## config.mk

```make
export PLATFORM = sky130hd
export DESIGN_NAME = song_recorder
export DESIGN_NICKNAME = d
export VERILOG_FILES = /design/src/rtl/song_recorder.sv
export SDC_FILE = /design/constraint.sdc
export NUM_CORES = 1
export LEC_CHECK = 0
export ABC_AREA = 1
export CAP_MARGIN = 20
export CELL_PAD_IN_SITES_DETAIL_PLACEMENT = 1
export CELL_PAD_IN_SITES_GLOBAL_PLACEMENT = 1
export CORE_UTILIZATION = 40
export DETAILED_ROUTE_END_ITERATION = 10
export MAX_ROUTING_LAYER = met4
export PLACE_DENSITY_LB_ADDON = 0.2
export SLEW_MARGIN = 30
export SYNTH_ARGS = -nofsm -noshare
export SYNTH_HDL_FRONTEND = slang
export SYNTH_SLANG_ARGS = --single-unit
```

## constraint.sdc

```tcl
create_clock -name clk -period 2.5 [get_ports clk]
set_input_delay 0.625 -clock clk [delete_from_list [all_inputs] [get_ports clk]]
set_output_delay 0.625 -clock clk [all_outputs]
set_load 0.05 [all_outputs]
```

## src/rtl/song_recorder.sv

```systemverilog
// Live key-press recorder: turns note_on/note_off/beat activity into song RAM entries
// of {rest, note, duration, 3'b000}, closing the session on record fall or a full RAM.
module song_recorder #(
   parameter int ADDR_WIDTH = 7,
   parameter int NOTE_WIDTH = 6,
   parameter int DUR_WIDTH  = 6
) (
   input  logic                                  clk,
   input  logic                                  reset,
   input  logic                                  beat,
   input  logic                                  record,
   input  logic                                  note_on,
   input  logic                                  note_off,
   input  logic [NOTE_WIDTH-1:0]                 note_in,
   output logic                                  write_enable,
   output logic [ADDR_WIDTH-1:0]                 write_address,
   output logic [NOTE_WIDTH+DUR_WIDTH+3:0]       write_payload,
   output logic                                  done_recording,
   output logic [ADDR_WIDTH-1:0]                 last_address,
   output logic                                  recording
);

   typedef enum logic [2:0] {IDLE, ARMED, NOTE, GAP, FULL} state_t;

   state_t                          state, state_n;
   logic [ADDR_WIDTH-1:0]           ptr, ptr_n;
   logic [NOTE_WIDTH-1:0]           note_q, note_n;
   logic [DUR_WIDTH-1:0]            cnt, cnt_n;
   logic                            record_q;

   logic                            we_n;
   logic [ADDR_WIDTH-1:0]           waddr_n;
   logic [NOTE_WIDTH+DUR_WIDTH+3:0] wpay_n;
   logic                            done_n;
   logic [ADDR_WIDTH-1:0]           last_n;

   logic                            key_on;
   logic [DUR_WIDTH-1:0]            step_cnt;
   logic [DUR_WIDTH-1:0]            dur_ent;
   logic [NOTE_WIDTH+DUR_WIDTH+3:0] note_pay;
   logic [NOTE_WIDTH+DUR_WIDTH+3:0] rest_pay;

   always_comb begin
      key_on   = note_on && (note_in != '0);
      // the counter never rests at the saturation value, so this cannot overflow
      step_cnt = cnt + DUR_WIDTH'(beat);
      dur_ent  = (step_cnt == '0) ? DUR_WIDTH'(1) : step_cnt;
      note_pay = {1'b0, note_q, dur_ent, 3'b000};
      rest_pay = {1'b1, {NOTE_WIDTH{1'b0}}, step_cnt, 3'b000};

      state_n = state;
      ptr_n   = ptr;
      note_n  = note_q;
      cnt_n   = cnt;
      we_n    = 1'b0;
      waddr_n = ptr;
      wpay_n  = '0;
      done_n  = 1'b0;
      last_n  = last_address;

      case (state)
         IDLE: begin
            if (record && !record_q) begin
               we_n    = 1'b1;
               waddr_n = '0;
               wpay_n  = {1'b1, {(NOTE_WIDTH+DUR_WIDTH+3){1'b0}}};
               cnt_n   = '0;
               state_n = ARMED;
            end
         end
         ARMED: begin
            if (!record) begin
               done_n  = 1'b1;
               last_n  = ptr - ADDR_WIDTH'(1);
               state_n = IDLE;
            end else if (key_on) begin
               note_n  = note_in;
               cnt_n   = '0;
               state_n = NOTE;
            end
         end
         NOTE: begin
            if (!record) begin
               we_n    = 1'b1;
               wpay_n  = note_pay;
               done_n  = 1'b1;
               last_n  = ptr;
               state_n = IDLE;
            end else if (key_on) begin
               we_n    = 1'b1;
               wpay_n  = note_pay;
               note_n  = note_in;
               cnt_n   = '0;
            end else if (note_off) begin
               we_n    = 1'b1;
               wpay_n  = note_pay;
               cnt_n   = '0;
               state_n = GAP;
            end else if (step_cnt == '1) begin
               we_n    = 1'b1;
               wpay_n  = note_pay;
               cnt_n   = '0;
            end else begin
               cnt_n   = step_cnt;
            end
         end
         GAP: begin
            if (!record) begin
               done_n  = 1'b1;
               last_n  = ptr - ADDR_WIDTH'(1);
               state_n = IDLE;
            end else if (key_on) begin
               we_n    = (step_cnt != '0);
               wpay_n  = rest_pay;
               note_n  = note_in;
               cnt_n   = '0;
               state_n = NOTE;
            end else if (step_cnt == '1) begin
               we_n    = 1'b1;
               wpay_n  = rest_pay;
               cnt_n   = '0;
            end else begin
               cnt_n   = step_cnt;
            end
         end
         FULL: begin
            if (!record) state_n = IDLE;
         end
         default: state_n = IDLE;
      endcase

      // a write into the top address closes the session regardless of the trigger
      if (we_n) begin
         ptr_n = waddr_n + ADDR_WIDTH'(1);
         if (waddr_n == '1) begin
            done_n  = 1'b1;
            last_n  = waddr_n;
            state_n = record ? FULL : IDLE;
         end
      end
   end

   always_ff @(posedge clk or posedge reset) begin
      if (reset) begin
         state          <= IDLE;
         ptr            <= '0;
         note_q         <= '0;
         cnt            <= '0;
         record_q       <= 1'b0;
         write_enable   <= 1'b0;
         write_address  <= '0;
         write_payload  <= '0;
         done_recording <= 1'b0;
         last_address   <= '0;
         recording      <= 1'b0;
      end else begin
         state          <= state_n;
         ptr            <= ptr_n;
         note_q         <= note_n;
         cnt            <= cnt_n;
         record_q       <= record;
         write_enable   <= we_n;
         if (we_n) begin
            write_address <= waddr_n;
            write_payload <= wpay_n;
         end
         done_recording <= done_n;
         last_address   <= last_n;
         recording      <= (state_n != IDLE);
      end
   end

endmodule

```

# Word-level counts from Yosys, hierarchy flattened
# Cells that the tools add are included.
[op_classes] addsub=3 eq_ne=11 n_mux=50 reduce_logical=13
[op_table] op="$mux W16" n=4
[op_table] op="$mux W15" n=4
[op_table] op="$mux W6" n=10
[op_table] op="$pmux W16 S3" n=1
[op_table] op="$mux W7" n=6
[op_table] op="$mux W3" n=10
[op_table] op="$pmux W6 S4" n=1
[op_table] op="$pmux W7 S2" n=1
[op_table] op="$pmux W3 S4" n=1
[op_table] op="$reduce_bool A6 Y1" n=2
[op_table] op="$mux W1" n=11
[op_table] op="$ne A2 B2 Y1 const B" n=5
[op_table] op="$add A7 B1 Y7 const B" n=1
[op_table] op="$eq A7 B7 Y1 const B" n=1
[op_table] op="$sub A7 B1 Y7 const B" n=1
[op_table] op="$add A6 B1 Y6" n=1
[op_table] op="$eq A3 B2 Y1 const B" n=2
[op_table] op="$eq A6 B6 Y1 const B" n=1
[op_table] op="$logic_not A6 Y1" n=1
[op_table] op="$reduce_and A6 Y1" n=1
[op_table] op="$reduce_bool A4 Y1" n=1
[op_table] op="$eq A3 B1 Y1 const B" n=1
[op_table] op="$eq A3 B3 Y1 const B" n=1
[op_table] op="$logic_not A3 Y1" n=1
[op_table] op="other kinds (7)" n=8
[word_totals] out_inout_bits=33 word_cells=88 inputBits=12 regBits=56

# Logic depth before layout (Yosys ltp)
[logic_depth] ltp_word=9 ltp_mapped=15 mapped_depth_nobuf=14

# Least setup slack after synthesis
# OpenSTA, ideal clock, no wires.
[synth_path] path_type="input -> register" start="input port beat" end="register write_payload[6]" path_stages=13 n_path_buf=1 slack_ns=0.125 arrival_ns=2.249 setup_ns=0.126 t_required_ns=2.374 path_cell_list="ha_1 > ha_1 > nand2_1 > nand3b_1 > nor2_2 > nand3_4 > nand2_2 > nand3_2 > nand2_4 > inv_4 > buf_6 > nand2_1 > nand3_1"
[synth_between] elab_chain_len=8 elab_cells_between_ends=20 cone_classes="add/sub (1); eq/ne (1); mux (16); reduce/logical (2)"
[synth_rtl] item="start, declared" line="10" text="input logic beat,"
[synth_rtl] item="$add A6 B1 Y6 *" line="46" text="step_cnt = cnt + DUR_WIDTH'(beat);"
[synth_rtl] item="$logic_not A6 Y1" line="47" text="dur_ent = (step_cnt == '0) ? DUR_WIDTH'(1) : step_cnt;"
[synth_rtl] item="$mux W6" line="47"
[synth_rtl] item="$mux W15" line="99" text="end else if (step_cnt == '1) begin"
[synth_rtl] item="$mux W15" line="94" text="end else if (note_off) begin"
[synth_rtl] item="$mux W15" line="89" text="end else if (key_on) begin"
[synth_rtl] item="$mux W15" line="83" text="if (!record) begin"
[synth_rtl] item="$pmux W16 S3" line="61" text="case (state)"
[synth_rtl] item="end signal, assigned" line="165" text="write_payload <= wpay_n;"
[synth_rtl] item="end, declared" line="17" text="output logic [NOTE_WIDTH+DUR_WIDTH+3:0] write_payload,"
# Every way passes the cells marked *; elsewhere a longest branch is shown, timed or not.
# A chain may end at the register's enable or synchronous reset.

# Worst setup path in the final report
[layout_path] start="input port note_in[2]" end="register recording"
[layout_between] elab_chain_len=8 elab_cells_between_ends=15 cone_classes="mux (12); reduce/logical (3)"
[layout_rtl] item="start, declared" line="14" text="input logic [NOTE_WIDTH-1:0] note_in,"
[layout_rtl] item="$reduce_bool A6 Y1 *" line="44" text="key_on = note_on && (note_in != '0);"
[layout_rtl] item="$logic_and A1 B1 Y1 *" line="44"
[layout_rtl] item="$mux W3, on equally long branches" line="76, 112, 89"
[layout_rtl] item="$mux W3, on equally long branches" line="108, 83"
[layout_rtl] item="$pmux W3 S4" line="61"
[layout_rtl] item="$mux W3" line="135" text="if (waddr_n == '1) begin"
[layout_rtl] item="$mux W3 *" line="133" text="if (we_n) begin"
[layout_rtl] item="$reduce_bool A3 Y1 *" line="169" text="recording <= (state_n != IDLE);"
[layout_rtl] item="end signal, assigned" line="169"
[layout_rtl] item="end, declared" line="20" text="output logic recording"
# Marks and branches as above.

==> summary.md <==
| Metric | Value |
|---|---|
| Worst path arrival time | `2570 ps` |
| Commonest cells after routing, fill and taps aside | `98 x nand2_1, 53 x dfrtp_1, 40 x clkdlybuf4s50_1` |
| Initial antenna violation count | `0` |
| Initial Utilization | `between 40% and 50%` |
| Syn. warnings | `0` |
| Final worst slack | `about 140 ps` |
| Setup crit end kind | `flop` |
| Clock Sinks | `53` |
| DP HPWL | `5800 um` |
| Netlist Area Pre-Place | `2860 um2` |
| Core Footprint | `around 7000 um2` |
| Crit path largest cell delay | `roughly 440 ps` |
| WL final | `between 7000 and 8000 um` |
| Actual transition at the worst max-transition pin | `just under 700 ps` |
| CP Launch Type | `input pin` |
| Worst ir drop on vdd | `0.485 mV` |
| Crit-path most repeated cell | `a21oi_4` |
| Worst Hold Class | `flop to flop` |
| Routed length per instance | `~15 um` |
| Commonest non-fill, non-tap cell in the layout | `nand2_1` |
| Tot GR Track Use | `between 20% and 30%` |
| I/O Buffers | `41` |
| Via-per-instance ratio | `4.99` |
| Layout area overhead | `34.4%` |
| R2r setup slk | `a little under 300 ps` |
| Outcome | `finished, final reports clean` |
| CP max-delay cell | `clkdlybuf4s50_1` |
| Final Skew | `about 4.8 ps` |
| Minimum clock period | `~2400 ps` |
| CP Max Fanout | `5` |
| Worst-Skew Late Latency | `310 ps` |
| Sequential area share after synthesis | `a little under half` |
| Final Setup Violations | `0` |
| Max Cap Viol | `0` |
| Final #Nets | `between 400 and 500` |
| Tcrit/Tclk final | `a little over nine tenths` |
| Post-CTS setup buffer count | `0` |
| Number of diodes | `0` |
| Pleak | `approximately 1.8 nW` |
| Post-synthesis cell type count | `between 40 and 50` |
| Delay-heaviest family, CP | `compound AO/OA/AOI/OAI gates` |
| Seq cells post-synth | `53` |
| H-tree depth | `2` |
| CP Class | `input pin to flop` |
| Post-Synthesis Cells | `about 350` |
| Die area | `about 7500 um2` |
| Vias in the first global route | `2683` |
| Worst Path Required | `~2700 ps` |
| Synthesized area per cell | `~8.3 um2` |
| CTS root buffer | `clkbuf_8` |
| Die width | `between 80 and 90 um` |
| Post-CTS Hold Buffers | `0` |
| Max Fclk | `between 400 and 500 MHz` |
| CTS tree | `built` |
| Die height | `86.6 um` |
| First-pass GRT wire length | `around 13000 um` |
| Cell row count | `30` |
| TritonCTS Buffers | `5` |
| 1st-iter DRT viols | `between 100 and 150` |
| Final core utilization | `56.0%` |
| GRT overflow | `0` |
| Final hold vios | `0` |
| # fillers | `~850` |
| Routed Antenna Nets | `0` |
| Crit-path cells | `clkdlybuf4s50_1 > nor2_1 > nand4_1 > a21oi_1 > nand2_4 > a21oi_4 > nand2_8 > buf_6 > a21oi_4 > nand2_1` |
| Remaining DRCs | `0` |
| Unrepaired setup endpoints after global routing | `false` |
| Layout cells sized above 1 | `a little over a fifth` |
| CTS Buffer Depth | `2` |
| Power Density | `930 nW/um2` |
| Largest net degree at the start of global routing | `36` |
| Detailed Routing Iterations Pass 1 | `4` |
| GPL Wtd Cong | `approximately 0.89` |
| Clock transition at path regs | `~100 ps` |
| Via count | `around 2600` |
| Worst path bufs/invs | `2` |
| I/O pins | `45` |
| Pre-CTS setup slack | `-358 ps` |
| Max Slew Vio Count | `0` |
| Worst rel slew slack | `a little over half` |
power breakdown:
part | leakage [nW] | internal (mW) | switching (mW)
sequential | 0.690 | 1.11 | 0.175
clock | 0.0445 | 0.200 | 0.308
combinational | 1.08 | 0.624 | 1.16
total | 1.82 | 1.93 | 1.65
metal layers:
layer	share of wire [%]	GRT usage [%]	vias up
li1	-	-	1269
met4	0.30	4.85	0
met1	49	30.4	1288
met2	48	35.9	47
met5	0	-	-
met3	2.7	3.33	2
metrics by stage:
step                TNS, ps  hold WS, ps  instances  cell area (um2)  total power, mW
floorplan                 0          443        348             2870             2.43
global placement      -8140          451        512             3620             2.99
detailed placement   -12640          460        512             3620             3.05
CTS                       0          486        520             3710             3.58
global route              0          512        522             3850             3.80
finish                    0          480        522             3850             3.58
cells by family (layout without fill, tap and decap cells):
group | after synthesis | count (layout) | share of synthesized area (%)
and+or+nand+nor | 183 | 184 | 29.9
AOI/OAI and AO/OA | 53 | 53 | 11.4
DFF | 53 | 53 | 46.3
buffers and inverters | 44 | 121 | 7.39
adders and majority gates | 4 | 4 | 1.75
xor gates and xnor gates | 4 | 4 | 1.49
muxes | 4 | 4 | 1.57
other | 1 | 3 | 0.131
synth_stat cells, drive strengths merged:
| library cell | number | area (um2) |
|---|---|---|
| a21boi | 1 | 7.51 |
| a21oi | 11 | 70.1 |
| a22oi | 1 | 7.51 |
| a311o | 1 | 10.0 |
| a31oi | 3 | 18.8 |
| and2 | 1 | 6.26 |
| buf | 9 | 77.6 |
| conb | 1 | 3.75 |
| dfrtp | 53 | 1330 |
| ha | 4 | 50.1 |
| inv | 35 | 134 |
| mux2 | 4 | 45.0 |
| nand2 | 107 | 432 |
| nand3 | 24 | 143 |
| nand3b | 1 | 7.51 |
| nand4 | 4 | 25.0 |
| nor2 | 36 | 166 |
| nor3 | 4 | 36.3 |
| o211ai | 2 | 15.0 |
| o21a | 1 | 7.51 |
| o21ai | 29 | 149 |
| o221ai | 1 | 8.76 |
| o22ai | 3 | 32.5 |
| or2 | 6 | 40.0 |
| xor2 | 4 | 42.6 |
worst register-to-register path, cell delays in order (launching register included):
cell,delay [ps]
dfrtp_1,400
ha_2,210
ha_4,180
inv_1,50
nand2_1,80
and2_1,170
nor2_1,80
nand2_1,60
nor2_2,140
nand3_2,110
nand3_4,150
nand2_8,110
buf_6,160
a21oi_4,150
nand2_1,60
flip-flops by register name, summed over array words and instances, names as in the netlist:
signal / cells
recording: 1
last_address: 7
done_recording: 1
write_payload: 13
write_address: 7
cnt: 6
ptr: 7
state: 3
write_enable: 1
note_q: 6
record_q: 1
cell type report:
class	instances	area [um2]	share of cell area [%]
clock buffers	5	68.8	1.79
clock inverters	3	21.3	0.553
inverters	35	144	3.74
multi-input cells	252	1440	37.4
flip-flops and latches	53	1330	34.5
well taps	96	120	3.12
repair buffers	77	719	18.7
repair inverters	1	8.76	0.228
worst paths after layout:
kind,start,end,depth (start not counted)
setup / recovery,note_in[2],recording,10
hold / removal,note_q[3],write_payload[12],2
setup reg to reg,cnt[0],recording,14
hold reg to reg,note_q[3],write_payload[12],2
max in group asynchronous,reset,cnt[0],3
min in group asynchronous,reset,write_enable,2
timing repair:
item,in CTS,in global routing
pin swaps,1,8
cloned,0,2
setup endpoints to repair,5,36
resized for setup,1,22
Note: power is estimated with default switching activity, not from simulation.
